--- src/rtl/uart_rx_buffered_pkg.sv ---
// uart_rx_buffered_pkg: shared UART state encodings and oversampling constants
package uart_rx_buffered_pkg;
  typedef enum logic [1:0] {
    IDLE  = 2'b00,
    START = 2'b01,
    DATA  = 2'b10,
    STOP  = 2'b11
  } state_t;
  localparam int OVERSAMPLE = 16;
  localparam int MID_START = 7;
endpackage

--- src/rtl/uart_fifo.sv ---
// uart_fifo: first-word-fall-through byte FIFO with registered empty/full flags
module uart_fifo #(
  parameter int DBIT = 8,
  parameter int ADDR_W = 2
) (
  input  logic            clk,
  input  logic            reset,
  input  logic            wr,
  input  logic [DBIT-1:0] w_data,
  input  logic            rd,
  output logic [DBIT-1:0] r_data,
  output logic            empty,
  output logic            full
);
  logic [DBIT-1:0] mem [2**ADDR_W];
  logic [ADDR_W-1:0] wp, rp;
  logic do_wr, do_rd;
  assign do_wr = wr & (~full | rd);
  assign do_rd = rd & ~empty;
  assign r_data = mem[rp];
  always_ff @(posedge clk or negedge reset)
    if (!reset) begin
      mem <= '{default: '0};
      wp <= '0;
      rp <= '0;
      empty <= 1'b1;
      full <= 1'b0;
    end else begin
      if (do_wr) begin
        mem[wp] <= w_data;
        wp <= wp + 1'b1;
      end
      if (do_rd) rp <= rp + 1'b1;
      if (do_wr && !do_rd) begin
        empty <= 1'b0;
        full <= ADDR_W'(wp + 1'b1) == rp;
      end
      if (do_rd && !do_wr) begin
        full <= 1'b0;
        empty <= ADDR_W'(rp + 1'b1) == wp;
      end
    end
endmodule

--- src/rtl/uart_rx_buffered.sv ---
// uart_rx_buffered: 16x-oversampled 8N1 receiver feeding a small FWFT FIFO
module uart_rx_buffered
  import uart_rx_buffered_pkg::*;
#(
  parameter int DBIT = 8,
  parameter int SB_TICK = 16,
  parameter int ADDR_W = 2
) (
  input  logic            clk,
  input  logic            reset,
  input  logic            rx,
  input  logic            s_tick,
  input  logic            rd_uart,
  output logic [DBIT-1:0] r_data,
  output logic            rx_empty,
  output logic            rx_full,
  output logic            frame_err,
  output logic            overrun
);
  localparam int NW = $clog2(DBIT);
  logic rx_m, rx_s;
  state_t state, state_n;
  logic [3:0] s, s_n;
  logic [NW-1:0] n, n_n;
  logic [DBIT-1:0] b, b_n;
  logic push, fe;
  always_ff @(posedge clk or negedge reset)
    if (!reset) begin
      rx_m <= 1'b1;
      rx_s <= 1'b1;
      state <= IDLE;
      s <= '0;
      n <= '0;
      b <= '0;
      frame_err <= 1'b0;
      overrun <= 1'b0;
    end else begin
      rx_m <= rx;
      rx_s <= rx_m;
      state <= state_n;
      s <= s_n;
      n <= n_n;
      b <= b_n;
      frame_err <= fe;
      overrun <= push & rx_full & ~rd_uart;
    end
  always_comb begin
    state_n = state;
    s_n = s;
    n_n = n;
    b_n = b;
    push = 1'b0;
    fe = 1'b0;
    case (state)
      IDLE:
        if (!rx_s) begin
          state_n = START;
          s_n = '0;
        end
      START:
        if (s_tick) begin
          if (s == 4'(MID_START)) begin
            state_n = rx_s ? IDLE : DATA;
            s_n = '0;
            n_n = '0;
          end else s_n = s + 4'd1;
        end
      DATA:
        if (s_tick) begin
          if (s == 4'(OVERSAMPLE - 1)) begin
            s_n = '0;
            b_n = {rx_s, b[DBIT-1:1]};
            state_n = (n == NW'(DBIT - 1)) ? STOP : DATA;
            n_n = (n == NW'(DBIT - 1)) ? n : n + 1'b1;
          end else s_n = s + 4'd1;
        end
      STOP:
        if (s_tick) begin
          if (s == 4'(SB_TICK - 1)) begin
            state_n = IDLE;
            push = rx_s;
            fe = ~rx_s;
          end else s_n = s + 4'd1;
        end
      default: state_n = IDLE;
    endcase
  end
  uart_fifo #(.DBIT(DBIT), .ADDR_W(ADDR_W)) fifo (
    .clk(clk),
    .reset(reset),
    .wr(push),
    .w_data(b),
    .rd(rd_uart),
    .r_data(r_data),
    .empty(rx_empty),
    .full(rx_full)
  );
endmodule

--- config.mk ---
export PLATFORM = sky130hd
export DESIGN_NAME = uart_rx_buffered
export DESIGN_NICKNAME = d
export VERILOG_FILES = /design/src/rtl/uart_rx_buffered_pkg.sv /design/src/rtl/uart_fifo.sv /design/src/rtl/uart_rx_buffered.sv
export SDC_FILE = /design/constraint.sdc
export NUM_CORES = 1
export LEC_CHECK = 0
export ABC_AREA = 1
export BUFFER_PORTS_ARGS = -buffer_cell sky130_fd_sc_hd__buf_2
export CORE_ASPECT_RATIO = 2
export CORE_UTILIZATION = 40
export CTS_BUF_LIST = sky130_fd_sc_hd__clkbuf_8 sky130_fd_sc_hd__clkbuf_16
export DETAILED_ROUTE_END_ITERATION = 16
export MAX_ROUTING_LAYER = met4
export RECOVER_POWER = 25
export SYNTH_ARGS = -nofsm -noshare
export SYNTH_HDL_FRONTEND = slang
export SYNTH_SLANG_ARGS = --single-unit
--- constraint.sdc ---
create_clock -name clk -period 5.1 [get_ports clk]
set_input_delay 1.275 -clock clk [delete_from_list [all_inputs] [get_ports clk]]
set_output_delay 1.275 -clock clk [all_outputs]
set_load 0.1 [all_outputs]
After elaboration in Yosys (flattened, before gate mapping)
Index checks and enable logic that the tools add are counted.
{"block": "op_classes", "add_sub_neg": 4, "multipliers": 0, "n_div": 0, "magnitude_cmp": 3, "eq_ne": 17, "n_shift": 0, "n_mux": 40, "bitwise_logic": 11, "n_reduce_logical": 12}
{"cell": "bitwise mux 32 bit", "n": 1}
{"cell": "two-way mux 4 bit", "n": 7}
{"cell": "two-way mux 8 bit", "n": 3}
{"cell": "inequality test 2 bit (second input constant)", "n": 9}
{"cell": "binary-select mux 8 bit (select 2 bit)", "n": 1}
{"cell": "demux 8 bit (select 2 bit)", "n": 1}
{"cell": "two-way mux 2 bit", "n": 8}
{"cell": "one-hot mux 4 bit (4 select lines)", "n": 1}
{"cell": "two-way mux 3 bit", "n": 5}
{"cell": "two-way mux 1 bit", "n": 11}
{"cell": "one-hot mux 2 bit (4 select lines)", "n": 1}
{"cell": "AND reduction 7 bit", "n": 1}
{"cell": ">= comparator 3 bit (second input constant)", "n": 2}
{"cell": "inverter 2 -> 3 bit", "n": 2}
{"cell": "one-hot mux 3 bit (2 select lines)", "n": 1}
{"cell": "AND reduction 6 bit", "n": 1}
{"cell": "AND reduction 5 bit", "n": 1}
{"cell": "adder 2 x 1 -> 2 bit (second input constant)", "n": 2}
{"cell": "adder 4 x 1 -> 4 bit (second input constant)", "n": 1}
{"cell": "AND 1 bit", "n": 4}
{"cell": "equality test 2 bit", "n": 2}
{"cell": "equality test 2 bit (second input constant)", "n": 2}
{"cell": "equality test 4 x 3 -> 1 bit (second input constant)", "n": 1}
{"cell": "equality test 4 bit (second input constant)", "n": 1}
{"cell": "other kinds (11)", "n": 18}
{"block": "totals", "regBits": 59, "latchBits": 0, "ramBits": 0, "rom_bits": 0, "inputBits": 5, "out_inout_bits": 12, "word_cells": 103, "memories": 0}

Logic depth before layout (Yosys ltp)
Gate-level depths: netlist (run 1).
{"block": "depth", "depth_word": 8, "mapped_depth": 8, "depth_no_buf": 8}

Cells and area by module
From an unflattened synthesis (run 1), not the netlist that was laid out.
{"block": "unflattened", "hier_cells": 336, "area_unflattened_um2": 2842.7}
{"module": "uart_fifo", "n_inst": 1, "cells_each": 204, "area_each_um2": 1762.9, "seq_area_each_um2": 952.2}
{"module": "uart_rx_buffered", "n_inst": 1, "cells_each": 132, "area_each_um2": 1079.8, "seq_area_each_um2": 528.0}

Least setup slack after synthesis (run 1)
Ideal clock, no wire load.
{"block": "synth_path", "path_kind": "reg2out", "from": "register fifo.rp[0]", "to": "output r_data[0]", "arrival_time_ns": 2.356, "t_required_ns": 3.825, "path_slack_ns": 1.469, "stages_incl_launch_ff": 5, "n_path_buf": 2, "cell_sequence": "dfrtp_1 buf_2 buf_1 o21ai_0 o22ai_1"}
{"block": "synth_via", "elab_chain_cells": 4}
{"item": "start: declaration", "line": "uart_fifo.sv:16", "source": "logic [ADDR_W-1:0] wp, rp;"}
{"item": "start signal: assignment", "line": "uart_fifo.sv:33", "source": "if (do_rd) rp <= rp + 1'b1;"}
{"item": "inverter 2 -> 3 bit (not written as such)", "line": "uart_fifo.sv:20", "source": "assign r_data = mem[rp];"}
{"item": "binary-select mux 8 bit (select 2 bit)", "line": "uart_fifo.sv:20"}
{"item": "two-way mux 8 bit (not written as such) (2 in a row)", "line": "uart_fifo.sv:20"}
{"item": "end: declaration", "line": "uart_rx_buffered.sv:14", "source": "output logic [DBIT-1:0] r_data,"}
Every way passes these cells. The select of a mux whose other input is x is not followed.

==> run_results.csv, run 1 <==
group,metric,value,unit
cts,root_buffer,"clkbuf_16",
routing,drt-vias-per-instance,5.381,
yosys,synth_edf_count,0,
floorplan,rows,43,
yosys,synthFlopType,"dfrtp_1",
grt,grt_max_degree,43,
cts,clock_latency,0.33,ns
floorplan,dieArea,7696,sq um
routing,drtIter0Drc,171,
sta,fin_crit_sh,73.47,%
cts,hold_buffers,0,
power_and_ir_drop,ir_drop,0.2648,mV
cells_and_area,final_common_cell,"nand2_1",
worst_hold_path,hp-start,"rx_m",
critical_path,path_buf_inv,2,
yosys,ys_types,23,
grt,first_global_vias,2333,
cts,htreeDepth,3,
sta,skew,0.008727,ns
sta,slew_violations,43,
critical_path,cp_slowest_cell,"clkbuf_1",
critical_path,crit_path_start_kind,"primary input",
cts,numCtsBuffers,9,
sta,slew_headroom,-53.26,%
grt,grt_overflow_total,0,
critical_path,timing.rr.end,"fifo.full",
cts,postCtsSetupBuffers,0,
yosys,synthCells,357,
critical_path,cpMostUsedCell,"clkbuf_1",
cts,cts_tree,"built",
routing,vias,2502,
critical_path,reg2reg_from,"s[0]",
critical_path,worstSetupEndpointType,"async pin",
sta,final-hold-violation-count,0,
power_and_ir_drop,p_comb_share,36.5,%
floorplan,die_h,123.1,um
critical_path,crit_family,"buffers and inverters",
run_status,violations,"max-capacitance violations, max-slew violations",
critical_path,worstPathCellList,"clkbuf_1, clkbuf_1",
critical_path,slowest_delay,1.70,ns
critical_path,cp.arrival,3.70,ns
power_and_ir_drop,p_switching,872.4,uW
power_and_ir_drop,power_density,577.3,nW/um^2
routing,wl,6.906,mm
sta,tightest_slew,2.299,ns
cells_and_area,fill_cells,710,
placement,dpl.hpwl,4.985,mm
yosys,async_flop_share,100.0,%
sta,period_needed,3.747,ns
routing,first_pass_iters,4,
cells_and_area,drive_gt1_share,9.333,%
yosys,synth-seq-cells,59,
grt,grt_util_met2,35.39,%
yosys,yosys_warnings,0,
grt,grt_antenna_before_repair,0,
cells_and_area,final_cell_mix,"nand2_1 (115), dfrtp_1 (56), nand4_1 (36)",
critical_path,crit_type,"in2async",
critical_path,cp_max_fo,42,
placement,gp_congestion,0.8580,
power_and_ir_drop,swShare,45.40,%
routing,ant_nets,0,
routing,drc,0,
yosys,netlist_area,2932,sq um
floorplan,coreArea,6994,sq um
cells_and_area,diodes,0,
cells_and_area,fin_util,47.59,%
sta,rsz0062_at_grt,"no",
floorplan,initial_core_util,41.91,%
power_and_ir_drop,clkPwrFrac,30.0,%
grt,grt-busiest-layer,"met2",
cts,cts_resized,0,
flow_run,cap_viol_max_count,1,
grt,grt_pass1_wl,11.45,mm
power_and_ir_drop,internal-power,1.049,mW
power_and_ir_drop,power_leakage,1.727,nW
sta,max_freq,0.2669,GHz
yosys,syn_avg_cell_area,8.212,sq um
floorplan,die-width,62.54,um
routing,routedWlPerCell,14.85,um
cells_and_area,final_nets,383,
worst_hold_path,holdPathStages,0,
grt,gr-usage-met3,4.797,%
floorplan,pin_count,17,
run_status,status,"complete, but fails checks",
yosys,ys_seq_area_share,50.49,%
cts,clk_path_buf_depth,2,
critical_path,reg2reg_slack,2.82,ns
yosys,syn_nets,370,
grt,met1_usage,20.71,%
placement,io_buffers,16,
cts,clk_pin_slew_worst_paths,0.05,ns
cells_and_area,syn_to_final_growth,13.53,%
sta,setup_viol,0,
critical_path,rr_worst_depth,9,
grt,grt_use_total,20.37,%
sta,tns,0,ns
worst_hold_path,hp-class,"reg2reg",
cts,clock_sinks,59,
worst_hold_path,whs_endpoint,"rx_s",
power_and_ir_drop,seqPwrFrac,33.6,%
critical_path,cp.required,5.05,ns
power_and_ir_drop,power,1.922,mW
[power by group through the flow]
stage | Combinational [mW] | Clock (mW) | Sequential (mW)
floorplan | 0.581 | 0 | 0.640
global placement | 0.697 | 0 | 0.649
detailed placement | 0.705 | 0 | 0.652
CTS | 0.707 | 0.588 | 0.644
global route | 0.755 | 0.605 | 0.660
finish | 0.700 | 0.576 | 0.645
[synth_stat cells (3+ instances only)]
library cell	n	area (sq um)
nand3_1	15	75.07
inv_1	23	86.33
dfstp_2	3	78.83
a21oi_1	6	30.03
o21ai_0	27	135.1
nor3_1	4	20.02
nand2_1	115	431.7
clkbuf_1	10	37.54
o22ai_1	8	50.05
nor2_1	29	108.9
dfrtp_1	56	1401
ha_1	8	100.1
nand3b_1	3	22.52
buf_6	3	33.78
nand4_1	36	225.2
[worst reg2reg max path: cells and delay by family (launching register included)]
family	cells	cell delay (ns)
DFF	1	0.38
adders and majority gates	2	0.58
and+or+nand+nor	6	0.92
buffers and inverters	1	0.35
[how the worst max path moves through the flow]
stage / from / endpoint / slack [ns] / cells past startpoint
floorplan: fifo.rp[0] / r_data[0] / 1.47 / 4
global placement: fifo.rp[0] / r_data[4] / 2.01 / 4
detailed placement: fifo.rp[0] / r_data[4] / 1.95 / 4
CTS: fifo.rp[0] / r_data[4] / 1.59 / 4
global route: reset / fifo.mem[9] / 0.75 / 2
finish: reset / b[3] / 1.35 / 2
[flip-flops by register name, summed over array words and instances (netlist names), named ones only]
name        flops
rx_s            1
fifo.mem       32
frame_err       1
n               3
fifo.full       1
b               8
rx_m            1
state           1
s               4
fifo.wp         2
fifo.rp         2
overrun         1
fifo.empty      1
[routing by layer]
| layer | wire length [um] | up-vias |
|---|---|---|
| met5 | 0 | - |
| met4 | 257 | 0 |
| met3 | 273 | 19 |
| met2 | 3773 | 59 |
| met1 | 2602 | 1196 |
| li1 | - | 1228 |
[stage by stage]
| stage | hold WS, ns | instances | area [sq um] | setup slack [ns] |
|---|---|---|---|---|
| after floorplan | 0.3452 | 357 | 2932 | 1.469 |
| after global placement | 0.3468 | 449 | 3054 | 2.013 |
| after detailed placement | 0.3495 | 449 | 3054 | 1.946 |
| after CTS | 0.3569 | 465 | 3342 | 1.592 |
| after global routing | 0.3574 | 465 | 3328 | 0.7478 |
| final | 0.3556 | 465 | 3328 | 1.353 |
[cells by family after synthesis]
group / share of synthesized area [%]
XOR/XNOR: 0.5976
adder cells (fa/ha/maj): 3.415
AO/OA/AOI/OAI: 7.597
flip-flops: 50.49
AND/OR/NAND/NOR: 31.80
buffers and inverters: 6.103
[cell type report]
class	count	area, sq um	share of cell area, %
multi-input combinational	258	1265	38.01
timing repair buffer	19	96.34	2.895
clock inverter	7	62.56	1.880
clock buffer	9	225.2	6.767
inverter	23	86.33	2.594
tap	90	112.6	3.383
sequential	59	1480	44.47
Power figures use the tool's default switching activity.
==> inputs of run 2 (changes only) <==
clock period = 3.1 ns   (was 5.1 ns; I/O delays follow)
==> run 2 against run 1 <==
Net effect:
- the run still ends with max-capacitance violations, max-slew violations left
- global-route usage increased by 1.0 points
- highest routed layer unchanged
- utilization increased by 0.48 points
- first-iteration DRC count increased by 7.0%
- count of clock-buffer cells in the layout unchanged
- sequential power increased by 63%
- flip-flop and latch count unchanged
- critical path type is now reg2out
==> run_results.csv, run 2 (same netlist as run 1, synthesis figures left out) <==
group,metric,value,unit
run_status,status,"complete, but fails checks",
run_status,violations,"max-capacitance violations, max-slew violations",
critical_path,cp_max_fo,17,
cts,clock_sinks,59,
sta,max_freq,0.3571,GHz
cts,hold_buffers,0,
routing,routedWlPerCell,15.40,um
cts,cts_tree,"built",
sta,setup_viol,0,
grt,grt_use_total,21.39,%
routing,wl,7.191,mm
power_and_ir_drop,ir_drop,0.4213,mV
placement,gp_congestion,0.8477,
cts,postCtsSetupBuffers,0,
floorplan,dieArea,7696,sq um
floorplan,coreArea,6994,sq um
critical_path,cp.required,2.32,ns
routing,first_pass_iters,4,
routing,vias,2501,
critical_path,cp.arrival,2.03,ns
cells_and_area,final_nets,385,
sta,rsz0062_at_grt,"no",
cells_and_area,final_common_cell,"nand2_1",
sta,timing.hold.ws,0.3156,ns
cells_and_area,drive_gt1_share,11.14,%
cts,numCtsBuffers,9,
sta,period_needed,2.800,ns
placement,placed_cell_area,3119,sq um
grt,grt_pass1_wl,11.77,mm
power_and_ir_drop,power_leakage,1.757,nW
critical_path,worstPathCellList,"inv_1, o21ai_0, o22ai_2, buf_2",
cells_and_area,diodes,0,
routing,ant_nets,0,
routing,drt-vias-per-instance,5.355,
grt,grt_overflow_total,0,
sta,slew_headroom,-16.23,%
placement,io_buffers,16,
floorplan,die-width,62.54,um
cts,htreeDepth,3,
critical_path,crit_path_start_kind,"flop",
critical_path,path_buf_inv,2,
cts,clk_pin_slew_worst_paths,0.05,ns
sta,skew,0.008930,ns
critical_path,crit_type,"reg2out",
flow_run,cap_viol_max_count,1,
floorplan,initial_core_util,41.91,%
grt,grt_max_degree,35,
sta,slew_violations,34,
power_and_ir_drop,power,3.146,mW
cells_and_area,syn_to_final_growth,14.68,%
critical_path,cp_slowest_cell,"dfrtp_1",
routing,drc,0,
cells_and_area,final_cell_mix,"nand2_1 (115), dfrtp_1 (56), nand4_1 (36)",
critical_path,worstSetupEndpointType,"primary output",
floorplan,die_h,123.1,um
cts,root_buffer,"clkbuf_16",
placement,dpl.hpwl,5.080,mm
sta,tns,0,ns
cts,clock_latency,0.33,ns
cts,clk_path_buf_depth,2,
sta,fin_crit_sh,90.34,%
worst_hold_path,hp-class,"in2async",
cells_and_area,top_register,"fifo.mem",
critical_path,slowest_delay,0.49,ns
cells_and_area,final_area,3362,sq um
cells_and_area,largest_reg_flops,32,
sta,final-hold-violation-count,0,
routing,drtIter0Drc,183,
cells_and_area,reg_top3,"fifo.mem: 32 flops, b: 8 flops, s: 4 flops",
floorplan,rows,43,
power_and_ir_drop,power_density,935.8,nW/um^2
floorplan,pin_count,17,
grt,first_global_vias,2388,
grt,grt_antenna_before_repair,0,
sta,tightest_slew,1.743,ns
critical_path,crit_family,"buffers and inverters",
cells_and_area,fin_util,48.07,%
cells_and_area,fill_cells,702,
cts,cts_resized,0,
[run 2: metal layers]
layer	vias to the layer above	GRT usage, %	wire length (um)
met4	0	14.68	277
met5	-	-	0
met2	47	38.11	4009
met1	1204	21.13	2700
met3	20	3.321	204
li1	1230	-	-
[run 2: final timing paths]
check,cells after the start,slack [ns],end,start
max reg2reg,6,1.13,fifo.mem[18],s[0]
max,4,0.30,r_data[2],fifo.rp[0]
min reg2reg,0,0.35,rx_s,rx_m
max in group asynchronous,2,0.84,fifo.mem[17],reset
min,1,0.32,fifo.rp[1],reset
min in group clk,0,0.35,rx_s,rx_m
[run 2: final cells by class]
| class | count | area (sq um) | share of cell area [%] |
|---|---|---|---|
| timing repair buffer | 21 | 108.9 | 3.238 |
| clock inverter | 7 | 26.28 | 0.7815 |
| sequential | 59 | 1480 | 44.03 |
| multi-input combinational | 258 | 1323 | 39.34 |
| inverter | 23 | 86.33 | 2.568 |
| tap | 90 | 112.6 | 3.349 |
| clock buffer | 9 | 225.2 | 6.699 |
[run 2: metrics by stage]
stage | worst slack [ns] | instances
6_report | 0.2996 | 467
5_1_grt | 0.1600 | 467
4_1_cts | 0.2837 | 467
3_5_place_dp | 0.6227 | 451
3_3_place_gp | 0.7164 | 451
2_1_floorplan | 0.5399 | 357
[run 2: where the power goes]
group          total [mW]  switching (mW)  internal [mW]
sequential           1.05           0.168          0.884
combinational        1.26           0.984          0.273
clock               0.836           0.319          0.517
